[src/rtl/axi4lite_sram_slave_if.sv]
// AXI4-lite bus bundle between the core master port and the SRAM slave.
// Modports give each side its direction view of the five channels.
interface axi4lite_sram_slave_if;
  logic        s_awvalid;
  logic        s_awready;
  logic [31:0] s_awaddr;
  logic [2:0]  s_awprot;
  logic        s_wvalid;
  logic        s_wready;
  logic [31:0] s_wdata;
  logic [3:0]  s_wstrb;
  logic        s_bvalid;
  logic        s_bready;
  logic [1:0]  s_bresp;
  logic        s_arvalid;
  logic        s_arready;
  logic [31:0] s_araddr;
  logic [2:0]  s_arprot;
  logic        s_rvalid;
  logic        s_rready;
  logic [31:0] s_rdata;
  logic [1:0]  s_rresp;

  modport slave (
    input  s_awvalid, s_awaddr, s_awprot,
    output s_awready,
    input  s_wvalid, s_wdata, s_wstrb,
    output s_wready,
    output s_bvalid, s_bresp,
    input  s_bready,
    input  s_arvalid, s_araddr, s_arprot,
    output s_arready,
    output s_rvalid, s_rdata, s_rresp,
    input  s_rready
  );

  modport master (
    output s_awvalid, s_awaddr, s_awprot,
    input  s_awready,
    output s_wvalid, s_wdata, s_wstrb,
    input  s_wready,
    input  s_bvalid, s_bresp,
    output s_bready,
    output s_arvalid, s_araddr, s_arprot,
    input  s_arready,
    input  s_rvalid, s_rdata, s_rresp,
    output s_rready
  );
endinterface

[src/rtl/axi4lite_sram_slave.sv]
// AXI4-lite slave fronting a synchronous single-port SRAM.
// One transaction in flight; writes win over reads; DECERR outside range.
module axi4lite_sram_slave #(
  parameter int ADDR_WIDTH = 12,
  parameter int RD_LATENCY = 1
) (
  input  logic                  clk,
  input  logic                  resetn,
  axi4lite_sram_slave_if.slave  s,
  output logic                  sram_en,
  output logic [3:0]            sram_we,
  output logic [ADDR_WIDTH-1:0] sram_addr,
  output logic [31:0]           sram_wdata,
  input  logic [31:0]           sram_rdata
);

  typedef enum logic [2:0] {
    IDLE, WR_COLLECT, WR_EXEC, WR_RESP,
    RD_EXEC, RD_WAIT, RD_RESP
  } state_e;

  localparam logic [1:0] OKAY   = 2'b00;
  localparam logic [1:0] DECERR = 2'b11;

  state_e      state_q, state_d;
  logic        aw_held_q, aw_held_d;
  logic        w_held_q, w_held_d;
  logic [31:0] addr_q, addr_d;
  logic [31:0] wdata_q, wdata_d;
  logic [3:0]  wstrb_q, wstrb_d;
  logic [1:0]  bresp_q, bresp_d;
  logic [1:0]  rresp_q, rresp_d;
  logic [31:0] rdata_q, rdata_d;
  logic [1:0]  cnt_q, cnt_d;

  logic aw_hs, w_hs, ar_hs, in_range;
  logic unused_bits;

  assign unused_bits = ^{s.s_awprot, s.s_arprot, addr_q[1:0]};

  assign s.s_awready = resetn && !aw_held_q &&
                       (state_q == IDLE || state_q == WR_COLLECT);
  assign s.s_wready  = resetn && !w_held_q &&
                       (state_q == IDLE || state_q == WR_COLLECT);
  assign s.s_arready = resetn && state_q == IDLE &&
                       !s.s_awvalid && !s.s_wvalid;
  assign s.s_bvalid  = resetn && state_q == WR_RESP;
  assign s.s_rvalid  = resetn && state_q == RD_RESP;
  assign s.s_bresp   = bresp_q;
  assign s.s_rresp   = rresp_q;
  assign s.s_rdata   = rdata_q;

  assign aw_hs = s.s_awvalid && s.s_awready;
  assign w_hs  = s.s_wvalid && s.s_wready;
  assign ar_hs = s.s_arvalid && s.s_arready;

  assign in_range   = (addr_q >> (ADDR_WIDTH + 2)) == 32'd0;
  assign sram_addr  = addr_q[ADDR_WIDTH+1:2];
  assign sram_wdata = wdata_q;

  always_comb begin
    state_d   = state_q;
    aw_held_d = aw_held_q;
    w_held_d  = w_held_q;
    addr_d    = addr_q;
    wdata_d   = wdata_q;
    wstrb_d   = wstrb_q;
    bresp_d   = bresp_q;
    rresp_d   = rresp_q;
    rdata_d   = rdata_q;
    cnt_d     = cnt_q;
    sram_en   = 1'b0;
    sram_we   = 4'b0;

    if (aw_hs) begin
      aw_held_d = 1'b1;
      addr_d    = s.s_awaddr;
    end
    if (w_hs) begin
      w_held_d = 1'b1;
      wdata_d  = s.s_wdata;
      wstrb_d  = s.s_wstrb;
    end
    if (ar_hs) addr_d = s.s_araddr;

    unique case (state_q)
      IDLE: begin
        if (aw_hs && w_hs)      state_d = WR_EXEC;
        else if (aw_hs || w_hs) state_d = WR_COLLECT;
        else if (ar_hs)         state_d = RD_EXEC;
      end
      WR_COLLECT: begin
        if ((aw_held_q || aw_hs) && (w_held_q || w_hs))
          state_d = WR_EXEC;
      end
      WR_EXEC: begin
        aw_held_d = 1'b0;
        w_held_d  = 1'b0;
        // resetn gate keeps a reset during this cycle from writing
        sram_en   = resetn && in_range;
        sram_we   = (resetn && in_range) ? wstrb_q : 4'b0;
        bresp_d   = in_range ? OKAY : DECERR;
        state_d   = WR_RESP;
      end
      WR_RESP: begin
        if (s.s_bready) state_d = IDLE;
      end
      RD_EXEC: begin
        cnt_d = 2'd0;
        if (in_range) begin
          sram_en = resetn;
          state_d = RD_WAIT;
        end else begin
          rdata_d = 32'd0;
          rresp_d = DECERR;
          state_d = RD_RESP;
        end
      end
      RD_WAIT: begin
        if (cnt_q == 2'(RD_LATENCY - 1)) begin
          rdata_d = sram_rdata;
          rresp_d = OKAY;
          state_d = RD_RESP;
        end else begin
          cnt_d = cnt_q + 2'd1;
        end
      end
      RD_RESP: begin
        if (s.s_rready) state_d = IDLE;
      end
      default: state_d = IDLE;
    endcase
  end

  always_ff @(posedge clk) begin
    if (!resetn) begin
      state_q   <= IDLE;
      aw_held_q <= 1'b0;
      w_held_q  <= 1'b0;
      addr_q    <= 32'd0;
      wdata_q   <= 32'd0;
      wstrb_q   <= 4'd0;
      bresp_q   <= OKAY;
      rresp_q   <= OKAY;
      rdata_q   <= 32'd0;
      cnt_q     <= 2'd0;
    end else begin
      state_q   <= state_d;
      aw_held_q <= aw_held_d;
      w_held_q  <= w_held_d;
      addr_q    <= addr_d;
      wdata_q   <= wdata_d;
      wstrb_q   <= wstrb_d;
      bresp_q   <= bresp_d;
      rresp_q   <= rresp_d;
      rdata_q   <= rdata_d;
      cnt_q     <= cnt_d;
    end
  end

endmodule

[src/flat_wrapper.sv]
// flat-port wrapper written by rule: the top's interface ports become plain ports
module axi4lite_sram_slave_flat 
#(
  parameter int ADDR_WIDTH = 12,
  parameter int RD_LATENCY = 1
)
  (clk, resetn, sram_en, sram_we, sram_addr, sram_wdata, sram_rdata, s_s_awvalid, s_s_awaddr, s_s_awprot, s_s_awready, s_s_wvalid, s_s_wdata, s_s_wstrb, s_s_wready, s_s_bvalid, s_s_bresp, s_s_bready, s_s_arvalid, s_s_araddr, s_s_arprot, s_s_arready, s_s_rvalid, s_s_rdata, s_s_rresp, s_s_rready);
  axi4lite_sram_slave_if s_i ();
  input  logic clk;
  input  logic resetn;
  output logic sram_en;
  output logic [3:0] sram_we;
  output logic [ADDR_WIDTH-1:0] sram_addr;
  output logic [31:0] sram_wdata;
  input  logic [31:0] sram_rdata;
  input wire logic [$bits(s_i.s_awvalid)-1:0] s_s_awvalid;
  input wire logic [$bits(s_i.s_awaddr)-1:0] s_s_awaddr;
  input wire logic [$bits(s_i.s_awprot)-1:0] s_s_awprot;
  output wire logic [$bits(s_i.s_awready)-1:0] s_s_awready;
  input wire logic [$bits(s_i.s_wvalid)-1:0] s_s_wvalid;
  input wire logic [$bits(s_i.s_wdata)-1:0] s_s_wdata;
  input wire logic [$bits(s_i.s_wstrb)-1:0] s_s_wstrb;
  output wire logic [$bits(s_i.s_wready)-1:0] s_s_wready;
  output wire logic [$bits(s_i.s_bvalid)-1:0] s_s_bvalid;
  output wire logic [$bits(s_i.s_bresp)-1:0] s_s_bresp;
  input wire logic [$bits(s_i.s_bready)-1:0] s_s_bready;
  input wire logic [$bits(s_i.s_arvalid)-1:0] s_s_arvalid;
  input wire logic [$bits(s_i.s_araddr)-1:0] s_s_araddr;
  input wire logic [$bits(s_i.s_arprot)-1:0] s_s_arprot;
  output wire logic [$bits(s_i.s_arready)-1:0] s_s_arready;
  output wire logic [$bits(s_i.s_rvalid)-1:0] s_s_rvalid;
  output wire logic [$bits(s_i.s_rdata)-1:0] s_s_rdata;
  output wire logic [$bits(s_i.s_rresp)-1:0] s_s_rresp;
  input wire logic [$bits(s_i.s_rready)-1:0] s_s_rready;
  assign s_i.s_awvalid = s_s_awvalid;
  assign s_i.s_awaddr = s_s_awaddr;
  assign s_i.s_awprot = s_s_awprot;
  assign s_s_awready = s_i.s_awready;
  assign s_i.s_wvalid = s_s_wvalid;
  assign s_i.s_wdata = s_s_wdata;
  assign s_i.s_wstrb = s_s_wstrb;
  assign s_s_wready = s_i.s_wready;
  assign s_s_bvalid = s_i.s_bvalid;
  assign s_s_bresp = s_i.s_bresp;
  assign s_i.s_bready = s_s_bready;
  assign s_i.s_arvalid = s_s_arvalid;
  assign s_i.s_araddr = s_s_araddr;
  assign s_i.s_arprot = s_s_arprot;
  assign s_s_arready = s_i.s_arready;
  assign s_s_rvalid = s_i.s_rvalid;
  assign s_s_rdata = s_i.s_rdata;
  assign s_s_rresp = s_i.s_rresp;
  assign s_i.s_rready = s_s_rready;
  axi4lite_sram_slave #(.ADDR_WIDTH(ADDR_WIDTH), .RD_LATENCY(RD_LATENCY)) u_core (.clk(clk), .resetn(resetn), .s(s_i), .sram_en(sram_en), .sram_we(sram_we), .sram_addr(sram_addr), .sram_wdata(sram_wdata), .sram_rdata(sram_rdata));
endmodule
[config.mk]
export PLATFORM = sky130hd
export DESIGN_NAME = axi4lite_sram_slave_flat
export DESIGN_NICKNAME = d
export VERILOG_FILES = /design/src/rtl/axi4lite_sram_slave_if.sv /design/src/rtl/axi4lite_sram_slave.sv /design/src/flat_wrapper.sv
export SDC_FILE = /design/constraint.sdc
export NUM_CORES = 1
export LEC_CHECK = 0
export CAP_MARGIN = 20
export CORE_ASPECT_RATIO = 1.5
export CORE_MARGIN = 4
export CORE_UTILIZATION = 41
export CTS_CLUSTER_SIZE = 24
export DETAILED_ROUTE_END_ITERATION = 10
export PLACE_DENSITY = 0.81
export SLEW_MARGIN = 20
export SYNTH_ARGS = -nofsm -noshare
export SYNTH_HDL_FRONTEND = slang
export SYNTH_SLANG_ARGS = --single-unit
[constraint.sdc]
create_clock -name clk -period 2.9 [get_ports clk]
set_input_delay 0.435 -clock clk [delete_from_list [all_inputs] [get_ports clk]]
set_output_delay 0.435 -clock clk [all_outputs]
set_load 0.005 [all_outputs]
==> out/metrics.cfg <==
[drt]
firstDrtPassIters = 4
post_drt_wl_per_cell_um = 15.5
vias_per_cell = 5.19
wl_um = 13700
remaining_drc_errors = 0
vias = 4606
drtIter0Drc = 119
antenna_left = 0

[run]
drv_cap = 0

[global_route]
grt_pass1_wl_um = 21400
overflow = 0
antenna_found_initial = 0
track_usage_pct = 19.9
grt_pass1_vias = 4670
grt_max_degree = 92

[sta]
rsz0062_at_grt = no
worst_slew_pin_slew_ps = 1020
setup_viol = 0
skew_ps = 15.7
relSlewSlack_pct = 31.7
min_period_ps = 2770
slew_viol_final = 0
fin_tns_setup_ps = 0
timing.fmax_mhz = 361
fin_crit_sh_pct = 95.6
hold_viol_final = 0

[clock_network]
cts_tree = yes
insertion_delay_ps = 350
holdBufCountCts = 0
clock-sinks = 107
numCtsBuffers = 9
clk_path_buf_depth = 2
clk_pin_slew_ps = 70
root_buffer = clkbuf_16
cts_htree_levels = 3

[final_layout]
regArea_um2 = 2140
syn2layout_area_growth_pct = 54.1
fillCellCount = 954
insertedDiodeCount = 0
final_layout_size_suffix_gt1_share_pct = 9.77
multi_input_area_um2 = 2360
finalNetCount = 880

[yosys]
synth-seq-cells = 107
synth_cells = 541
syn_nets = 689
yosysWarnings = 0
syn_area_um2 = 4800
ys_types = 38
synth-seq-area-share_pct = 44.7
syn_avg_cell_area_um2 = 8.86

[floorplan]
io_pins = 235
initial_core_util_pct = 41.8
die_x_um = 96.3
rows = 48
dieArea_um2 = 13500
core_area_um2 = 11500
chipHeight_um = 140

[setup_path]
slowest_stage = or4_4
crit_fanout = 5
crit_chain = or4_4 > nor3_4 > nand4_4 > nor2_4 > and2_4 > clkdlybuf4s50_1
crit_path_end_kind = output pin
r2r-start = u_core.addr_q[16]
slowest_delay_ps = 540
r2r_slack_ps = 530
critical_path_class = flop to output pin
cp-start-kind = flop
arrival_ps = 2340
cp.required_ps = 2470
worstReg2RegEnd = u_core.s.s_rdata[27]
rr_worst_depth = 6

[power]
total_power_uw = 4600
power_density_nw_per_um2 = 622
p_leak_uw = 0.00317
vdd_ir_drop_max_mv = 0.367

[placement]
io_buffers = 224
gp_routability_congestion = 0.753
dpl.hpwl_um = 10200

[worst_hold_path]
holdCritStartpoint = resetn
min_to = u_core.state_q[0]
whs_path_depth = 3
worstHoldPathType = primary input to flop

[run_status]
status = finished, final reports clean

synth_stat cells:
library cell	instances	area share (%)
ha_1	3	0.78
clkbuf_1	26	2.0
nor2_1	10	0.78
buf_6	3	0.70
dfxtp_1	107	45
nand4_2	1	0.26
nor3_2	1	0.21
and2_1	5	0.65
or4_1	1	0.16
nand4_1	32	4.2
a31oi_1	3	0.39
nor4b_1	2	0.37
nor4bb_1	1	0.21
a22oi_1	1	0.16
and3_1	3	0.39
nor2b_1	6	0.78
nand3_1	2	0.21
inv_2	1	0.078
mux2i_1	32	6.7
nor3_1	2	0.21
o31ai_1	1	0.16
buf_4	14	2.2
nor3b_1	1	0.16
nand2_1	142	11
a21boi_0	38	5.9
o21ai_0	6	0.63
nand2b_1	2	0.26
buf_1	2	0.16
o31a_1	1	0.18
a21o_1	1	0.16
o221a_2	1	0.23
o211ai_1	3	0.47
nor4_1	3	0.39
a21oi_1	4	0.42
o21ai_2	30	5.5
inv_1	7	0.55
o211a_1	30	6.3
buf_2	13	1.4
worst max-delay path, delay by kind of cell, from the launching register on:
kind                   cells  cell delay (ps)
AND/OR/NAND/NOR            5             1190
flip-flops                 1              320
buffers and inverters      1              490
timing repair:
item / in CTS / in global routing
gates resized for setup: 3 / 5
endpoints found under the setup margin: 4 / 4
cloned: 0 / 0
pin swaps: 0 / 1
buffers inserted: 0 / 2
worst max-delay path by stage:
stage | startpoint | to | slack [ps]
floorplan | resetn | u_core.state_q[1] | 580
global placement | u_core.addr_q[16] | sram_we[3] | 240
detailed placement | u_core.addr_q[16] | sram_we[3] | 230
CTS | u_core.addr_q[16] | sram_we[3] | 30
global route | u_core.addr_q[16] | sram_we[0] | 1
finish | u_core.addr_q[16] | sram_we[0] | 130
where the power goes:
group	internal (µW)	switching (µW)	leakage [µW]
sequential	1680	135	0.000871
combinational	754	774	0.00215
clock	701	554	0.000146
total	3130	1460	0.00317
stage by stage:
step | hold slack (ps) | util, % | instances | setup slack (ps) | area [µm²]
after floorplan | 439 | - | 541 | 579 | 4800
after global placement | 445 | 61.3 | 869 | 238 | 7030
after detailed placement | 450 | 61.3 | 869 | 232 | 7030
after CTS | 398 | 64.1 | 885 | 28.6 | 7360
after global routing | 424 | 64.4 | 887 | 1.34 | 7390
final | 406 | 64.4 | 887 | 128 | 7390
flip-flops by register name (all words and copies together), names as in the netlist:
name,flops
u_core.state_q,3
u_core.cnt_q,2
u_core.addr_q,30
u_core.s.s_bresp,1
u_core.s.s_rdata,32
u_core.wstrb_q,4
u_core.w_held_q,1
u_core.s.s_rresp,1
u_core.aw_held_q,1
u_core.sram_wdata,32
final cells by class:
class	count	area share (%)
timing repair buffer	238	32.0
inverter	8	0.406
multi-input combinational	368	31.9
tap	150	2.54
clock inverter	6	0.965
sequential	107	29.0
clock buffer	10	3.23
placed cells by master, fill, tap and decap left out, types with 3 or more instances in the layout:
cell type,n
and2_1,4
nor4_1,3
o21ai_0,6
a31oi_1,3
and3_1,3
nor2b_1,6
inv_1,7
nand4_1,32
o21ai_2,30
a21oi_1,3
nand2_1,141
clkbuf_16,9
nor2_1,9
o211a_1,30
ha_1,3
clkdlybuf4s50_1,221
dfxtp_1,107
o211ai_1,3
buf_4,14
a21boi_0,38
mux2i_1,32
routing by layer:
metal  wire length (µm)  vias to the layer above  global-route usage (%)
li1                   -                     2252                       -
met1               5090                     2132                    20.5
met2               7080                      180                    36.0
met3               1080                       42                    5.27
met4                476                        0                    9.53
met5                  0                        -                       0
kinds of logic (layout without fill, tap and decap cells):
kind of cell,count (synthesis),after routing,synth area share (%)
fa+ha+maj,3,3,0.783
simple gates,214,214,20.3
compound gates,119,119,20.5
mux,32,32,6.68
buf+inv,66,262,7.07
flops,107,107,44.7
No activity file was read; power rests on OpenSTA's default activity.
